--- config.mk ---
export PLATFORM = sky130hd
export DESIGN_NAME = f1_trigger_gen
export DESIGN_NICKNAME = d
export VERILOG_FILES = /design/src/rtl/f1_pkg.sv /design/src/rtl/lfsr16.sv /design/src/rtl/f1_trigger_gen.sv
export SDC_FILE = /design/constraint.sdc
export NUM_CORES = 1
export LEC_CHECK = 0
export CAP_MARGIN = 40
export CORE_MARGIN = 5
export CORE_UTILIZATION = 40
export CTS_BUF_LIST = sky130_fd_sc_hd__clkbuf_8
export DETAILED_ROUTE_END_ITERATION = 8
export PLACE_DENSITY = 0.74
export SLEW_MARGIN = 20
export SYNTH_ARGS = -nofsm -noshare
export SYNTH_HDL_FRONTEND = slang
export SYNTH_HIERARCHICAL = 1
export SYNTH_SLANG_ARGS = --single-unit
export TNS_END_PERCENT = 5
--- constraint.sdc ---
create_clock -name clk -period 2.2 [get_ports clk]
set_input_delay 0.66 -clock clk [delete_from_list [all_inputs] [get_ports clk]]
set_output_delay 0.66 -clock clk [all_outputs]
set_load 0.01 [all_outputs]
--- src/rtl/f1_pkg.sv ---
// Shared types and constants for the F1 start-trigger generator.
package f1_pkg;

  typedef enum logic [1:0] {
    ST_IDLE,
    ST_DEBOUNCE,
    ST_HOLD,
    ST_WAIT_RELEASE
  } trig_state_t;

  localparam logic [15:0] LFSR_TAPS = 16'hB400;

  localparam int unsigned TRIG_FLAG_BIT = 0;
  localparam int unsigned TRIG_RAND_LSB = 8;
  localparam int unsigned TRIG_CNT_LSB  = 24;

  // One step of the 16-bit Galois LFSR; a non-zero state never maps to zero.
  function automatic logic [15:0] lfsr_next(input logic [15:0] v);
    return (v >> 1) ^ (v[0] ? LFSR_TAPS : 16'h0000);
  endfunction

endpackage

--- src/rtl/lfsr16.sv ---
// Free-running 16-bit Galois LFSR, advancing every clock.
module lfsr16
  import f1_pkg::*;
#(
  parameter logic [15:0] SEED = 16'hACE1
) (
  input  logic        clk,
  input  logic        rst,
  output logic [15:0] value
);

  always_ff @(posedge clk) begin
    if (rst) value <= SEED;
    else     value <= lfsr_next(value);
  end

endmodule

--- src/rtl/f1_trigger_gen.sv ---
// Debounced, stretched start-button trigger word for the F1 CPU (x5).
// Define F1_TRIGGER_LFSR_EN to build the LFSR and capture it into trigger[23:8].
module f1_trigger_gen
  import f1_pkg::*;
#(
  parameter int unsigned DEBOUNCE_CYCLES = 16,
  parameter int unsigned HOLD_CYCLES     = 64,
  parameter logic [15:0] LFSR_SEED       = 16'hACE1
) (
  input  logic        clk,
  input  logic        rst,
  input  logic        btn_in,
  output logic [31:0] trigger,
  output logic        press_pulse
);

  localparam int unsigned CNT_MAX = (DEBOUNCE_CYCLES > HOLD_CYCLES) ? DEBOUNCE_CYCLES : HOLD_CYCLES;
  localparam int unsigned CNT_W   = (CNT_MAX < 2) ? 1 : $clog2(CNT_MAX);

  localparam logic [CNT_W-1:0] DEB_LAST  = CNT_W'(DEBOUNCE_CYCLES - 1);
  localparam logic [CNT_W-1:0] HOLD_LAST = CNT_W'(HOLD_CYCLES - 1);

  // Elaboration-time guard on illegal parameter values.
  if (DEBOUNCE_CYCLES < 2 || HOLD_CYCLES < 1 || LFSR_SEED == 16'h0000) begin : g_param_err
    $error("f1_trigger_gen: illegal DEBOUNCE_CYCLES, HOLD_CYCLES or LFSR_SEED");
  end

  logic             btn_meta;
  logic             sync;
  trig_state_t      state_q, state_d;
  logic [CNT_W-1:0] cnt_q, cnt_d;
  logic             capture_c;
  logic             flag_q;
  logic             pulse_q;
  logic [7:0]       press_cnt_q;
  logic [15:0]      rand_q;

  // Two-flop synchroniser for the asynchronous button.
  always_ff @(posedge clk) begin
    if (rst) begin
      btn_meta <= 1'b0;
      sync     <= 1'b0;
    end else begin
      btn_meta <= btn_in;
      sync     <= btn_meta;
    end
  end

  always_ff @(posedge clk) begin
    if (rst) begin
      state_q <= ST_IDLE;
      cnt_q   <= '0;
    end else begin
      state_q <= state_d;
      cnt_q   <= cnt_d;
    end
  end

  // Debounce/hold/release sequencing with one shared counter.
  always_comb begin
    state_d   = state_q;
    cnt_d     = cnt_q;
    capture_c = 1'b0;
    case (state_q)
      ST_IDLE: begin
        if (sync) begin
          state_d = ST_DEBOUNCE;
          cnt_d   = CNT_W'(1);
        end
      end
      ST_DEBOUNCE: begin
        if (!sync) begin
          state_d = ST_IDLE;
          cnt_d   = '0;
        end else if (cnt_q == DEB_LAST) begin
          state_d   = ST_HOLD;
          cnt_d     = '0;
          capture_c = 1'b1;
        end else begin
          cnt_d = cnt_q + CNT_W'(1);
        end
      end
      ST_HOLD: begin
        if (cnt_q == HOLD_LAST) begin
          state_d = ST_WAIT_RELEASE;
          cnt_d   = '0;
        end else begin
          cnt_d = cnt_q + CNT_W'(1);
        end
      end
      ST_WAIT_RELEASE: begin
        // cnt tracks consecutive low samples; any high sample restarts it.
        if (sync) begin
          cnt_d = '0;
        end else if (cnt_q == DEB_LAST) begin
          state_d = ST_IDLE;
          cnt_d   = '0;
        end else begin
          cnt_d = cnt_q + CNT_W'(1);
        end
      end
      default: begin
        state_d = ST_IDLE;
        cnt_d   = '0;
      end
    endcase
  end

  always_ff @(posedge clk) begin
    if (rst) begin
      flag_q      <= 1'b0;
      pulse_q     <= 1'b0;
      press_cnt_q <= 8'h00;
    end else begin
      flag_q  <= (state_d == ST_HOLD);
      pulse_q <= capture_c;
      if (capture_c) press_cnt_q <= press_cnt_q + 8'd1;
    end
  end

`ifdef F1_TRIGGER_LFSR_EN
  logic [15:0] lfsr_value;

  lfsr16 #(
    .SEED (LFSR_SEED)
  ) u_lfsr (
    .clk   (clk),
    .rst   (rst),
    .value (lfsr_value)
  );

  always_ff @(posedge clk) begin
    if (rst)            rand_q <= 16'h0000;
    else if (capture_c) rand_q <= lfsr_value;
  end
`else
  assign rand_q = 16'h0000;
`endif

  always_comb begin
    trigger                          = 32'h0;
    trigger[TRIG_FLAG_BIT]           = flag_q;
    trigger[TRIG_RAND_LSB +: 16]     = rand_q;
    trigger[TRIG_CNT_LSB +: 8]       = press_cnt_q;
  end

  assign press_pulse = pulse_q;

endmodule

Yosys cells after proc, flatten, opt, wreduce, memory -nomap -nowiden. Cells that the tools add are included. W data, S select, Z words.

Add/sub/neg operators: 2. Multiplexer cells: 16. Reductions and logical operators: 1. Equality and inequality tests: 7.

Operator list (number): $mux W6 (5); $pmux W6 S4 (1); $mux W2 (6); $add A8 B1 Y8 const B (1); $pmux W2 S4 (1); $add A6 B1 Y6 const B (1); $eq A2 B2 Y1 const B (3); $eq A6 B4 Y1 const B (1); $eq A6 B6 Y1 const B (1); $mux W1 (3); $eq A2 B1 Y1 const B (1); $logic_not A2 Y1 (1); $ne A2 B2 Y1 const B (1).

Output and inout bits: 33. Bits in registers: 20.

Logic depth before layout (Yosys ltp).
Depth after elaboration: 5. Depth in mapped cells: 6.

Worst setup path before layout. Ideal clock, no wire load.

Path type: register to register. Start point: register cnt_q[0]. End point: register cnt_q[2]. Cell stages (with the launch flop): 7. Path slack: 0.647 ns. Required time: 2.141 ns. Arrival: 1.494 ns. Path buffers: 1. Cell sequence: dfxtp_1 -> ha_1 -> and3_1 -> buf_4 -> a311oi_2 -> o221ai_1 -> nand2_1.

Longest elaborated chain between the ends: 4.

Ends and longest elaborated chain: start, declared (line f1_trigger_gen.sv:31) `logic [CNT_W-1:0] cnt_q, cnt_d;`; start signal, assigned (line f1_trigger_gen.sv:55) `cnt_q <= cnt_d;`; $add A6 B1 Y6 or $eq A6 B4 Y1 (tied branches); $mux W6 (line f1_trigger_gen.sv:75, f1_trigger_gen.sv:95); $mux W6, on equally long branches (line f1_trigger_gen.sv:93, f1_trigger_gen.sv:72); $pmux W6 S4 * (line f1_trigger_gen.sv:64) `case (state_q)`.

Mark *: on every way between the ends. The rest lies on a longest branch, timed or not. A chain may end at the register's enable or synchronous reset.

Final worst setup path.
Start point: register press_cnt_q[3]. End point: output port trigger[27].

RTL lines: start, declared (line f1_trigger_gen.sv:35) `logic [7:0] press_cnt_q;`; start signal, assigned (line f1_trigger_gen.sv:117) `if (capture_c) press_cnt_q <= press_cnt_q + 8'd1;`; end, declared (line f1_trigger_gen.sv:13) `output logic [31:0] trigger,`.

No word-level cell between the ends.

==> impl_metrics.yaml <==
synth:
  synth_top_area_share_pct: 33.26
  muxShareOfSynthArea_pct: 0.8316
  yosys_warnings: 6
  register_bit_count_reported_by_yosys: 20
  synthAdderAreaFrac_pct: 2.079
  yosys.area_share.xor_xnor_pct: 3.638
  syn_area_um2: 1204
  synthTopCellsByArea: "sky130_fd_sc_hd__dfxtp_1, sky130_fd_sc_hd__buf_4, sky130_fd_sc_hd__nand2_1, sky130_fd_sc_hd__nor2b_1, sky130_fd_sc_hd__o221ai_1"
  synth_top_cell_by_area: "sky130_fd_sc_hd__dfxtp_1"
  synth-compound-area-share_pct: 14.03
  synth_most_common_cell: "sky130_fd_sc_hd__buf_4"
  synth.distinct_cells: 37
  synth_top_family_by_area: "simple AND/OR/NAND/NOR gates"
  gate_count_of_the_mapped_netlist: 143
  postSynth.topFlopCell: "sky130_fd_sc_hd__dfxtp_1"
  synth_enable_flop_cells: 0
  synth.yosys.seq_area_share_pct: 33.26
  postSynth.asyncResetShare_pct: 0
  synth_simple_gate_area_share_pct: 27.03
  synth_common_cells: "sky130_fd_sc_hd__buf_4, sky130_fd_sc_hd__dfxtp_1, sky130_fd_sc_hd__nand2_1, sky130_fd_sc_hd__nor2_1"
  syn-mean-instance-area_um2: 8.417
floorplanning:
  die_width_um: 64.86
  die_y_um: 64.86
  floorplan.core_area_um2: 2978
  start_util_pct: 40.42
  row_cnt: 20
  ios: 36
  die-area_um2: 4206
sta:
  finalCriticalPeriod_ns: 1.904
  timing.final.hold_violations: 0
  slew_viol_final: 0
  max-slew-margin-rel_pct: 64.34
  setup_violations: 0
  worst_clock_skew_ns: 0.002843
  fraction_of_the_cycle_the_final_worst_path_needs_pct: 86.53
  timing_worst_slew_pin_value_ns: 0.5309
  rsz0062_at_grt: "no"
  setup_tns_ns: 0
  hold-worst-slack_ns: 0.4406
  setup_ws_ns: 0.2964
  max_freq_mhz: 525.3
critical_path:
  timing.critical_path.to_type: "primary output"
  worst-setup-path-type: "register to primary output"
  number_of_logic_stages_on_the_critical_path_including_buffering: 1
  timing.critical_path.arrival_ns: 1.24
  worstPathBufferInverterCount: 1
  crit_path_top_delay_cell: "sky130_fd_sc_hd__clkdlybuf4s50_1"
  critical_path_launch_point_type: "register"
  r2r.worst_path.cells: 5
  worst_path_largest_cell_delay_ns: 0.57
  cp_top_family: "buffers and inverters"
  required_ns: 1.54
  critical_path_peak_fanout: 5
  critical_path.cell_chain: "clkdlybuf4s50_1"
final_layout:
  layout-area-overhead-vs-synth_pct: 8.836
  layoutNonFillerInstCount: 186
  antennaDiodeCount: 0
  drive_above_1_share_pct: 9.804
  final_net_count: 159
power_and_ir_drop:
  power.density_nw_per_um2: 535.2
  power.static_leakage_nw: 0.5287
  ir_drop_mv: 0.3593
  total_power_mw: 0.7011
grt:
  vias_in_the_first_global_route: 927
  grt_pass1_wl_um: 4181
  globalRoute.totalOverflow: 0
  grt_start_max_net_pins: 12
  global_route.usage.total_pct: 12.59
  grt_antenna_before_repair: 0
clock_network:
  cts-hold-fix-buffers: 0
  max-clock-path-buffers: 2
  cts_tree: "done"
  post_cts.resized_instances: 0
  cts.reportedPaths.clkPinSlew_ns: 0.08
  num_cts_buffers: 3
  cts_sinks: 20
  clock_tree.htree_level_count: 1
  postCtsSetupRepairBufs: 0
  insertion_delay_ns: 0.26
  clockRootBuffer: "sky130_fd_sc_hd__clkbuf_8"
detailed_routing:
  drt-vias-per-instance: 5.151
  ant_nets: 0
  num_vias: 958
  drtPass1Iterations: 4
  remaining_drc_errors: 0
  drt-initial-drc-count: 27
  drt-wirelength-per-cell_um: 12.97
  wl_um: 2413
placed_design:
  post-dp-hpwl_um: 1804
  detailedPlace.worstSlack_ns: 0.3736
  port-buffer-count: 12
  weighted_congestion_at_the_end_of_routability_driven_global_placement: 0.8567
  dp.cells: 182
flow_run:
  cap_viol_max_count: 0
outcome:
  outcome: "finished clean"
min_path:
  min_path_type: "register to register"
  whs_path_depth: 1
## report_power, final
part / internal (mW) / leakage (nW) / switching, mW
Combinational: 0.0131 / 0.338 / 0.0326
Clock: 0.159 / 0.0288 / 0.125
Sequential: 0.365 / 0.162 / 0.00562
Total: 0.538 / 0.529 / 0.163
## cell usage in the layout, fill, tap and decap left out, drive strengths merged, types with 5 or more instances in the layout
cell type | Yosys | layout
nand3 | 6 | 6
and3 | 6 | 6
conb | 1 | 23
nor2b | 6 | 6
o21ai | 5 | 5
nor2 | 8 | 8
nand2 | 15 | 15
dfxtp | 20 | 20
clkdlybuf4s50 | 0 | 12
a21oi | 6 | 6
## per-layer routing
metal  wire (um)  vias to the layer above  track usage [%]
met3         204                        2            2.946
met2        1125                       41            20.43
li1            -                      474                -
met1        1045                      441            15.45
met4          38                        0            6.332
met5           0                        -                0
## metrics by stage
| step | util, % | instance area, um^2 |
|---|---|---|
| floorplan | - | 1286 |
| global placement | 42.14 | 1255 |
| detailed placement | 42.14 | 1255 |
| CTS | 43.99 | 1310 |
| global route | 43.99 | 1310 |
| finish | 43.99 | 1310 |
## final timing paths
path | start | endpoint | slack, ns
min | btn_meta | sync | 0.44
max | press_cnt_q[3] | trigger[27] | 0.30
min reg2reg | btn_meta | sync | 0.44
max reg2reg | cnt_q[0] | press_cnt_q[5] | 0.32
## cell families after synthesis
family,after synthesis
AOI/OAI and AO/OA,24
xor gates and xnor gates,5
adders and majority gates,2
buffers and inverters,34
DFF,20
muxes,1
other,1
and+or+nand+nor,56
## sequential cells by signal, summed over array words and instances, names as in the netlist
signal / cells
cnt_q: 6
press_cnt_q: 8
state_q: 2
btn_meta: 1
flag_q: 1
sync: 1
press_pulse: 1
## worst reg2reg max path: stages, from the launching register on
cell	delay [ns]
sky130_fd_sc_hd__dfxtp_1	0.39
sky130_fd_sc_hd__ha_1	0.27
sky130_fd_sc_hd__and3_1	0.44
sky130_fd_sc_hd__nand4_1	0.23
sky130_fd_sc_hd__or3_1	0.35
sky130_fd_sc_hd__a21oi_1	0.13
## cell type report
cell class,count,area (um^2)
clock buffer,4,55.05
fill,297,1668
inverter,3,11.26
multi-input combinational,111,659.4
sequential,20,400.4
tap,33,41.29
timing repair buffer,15,142.6
No activity file was read; power rests on OpenSTA's default activity.
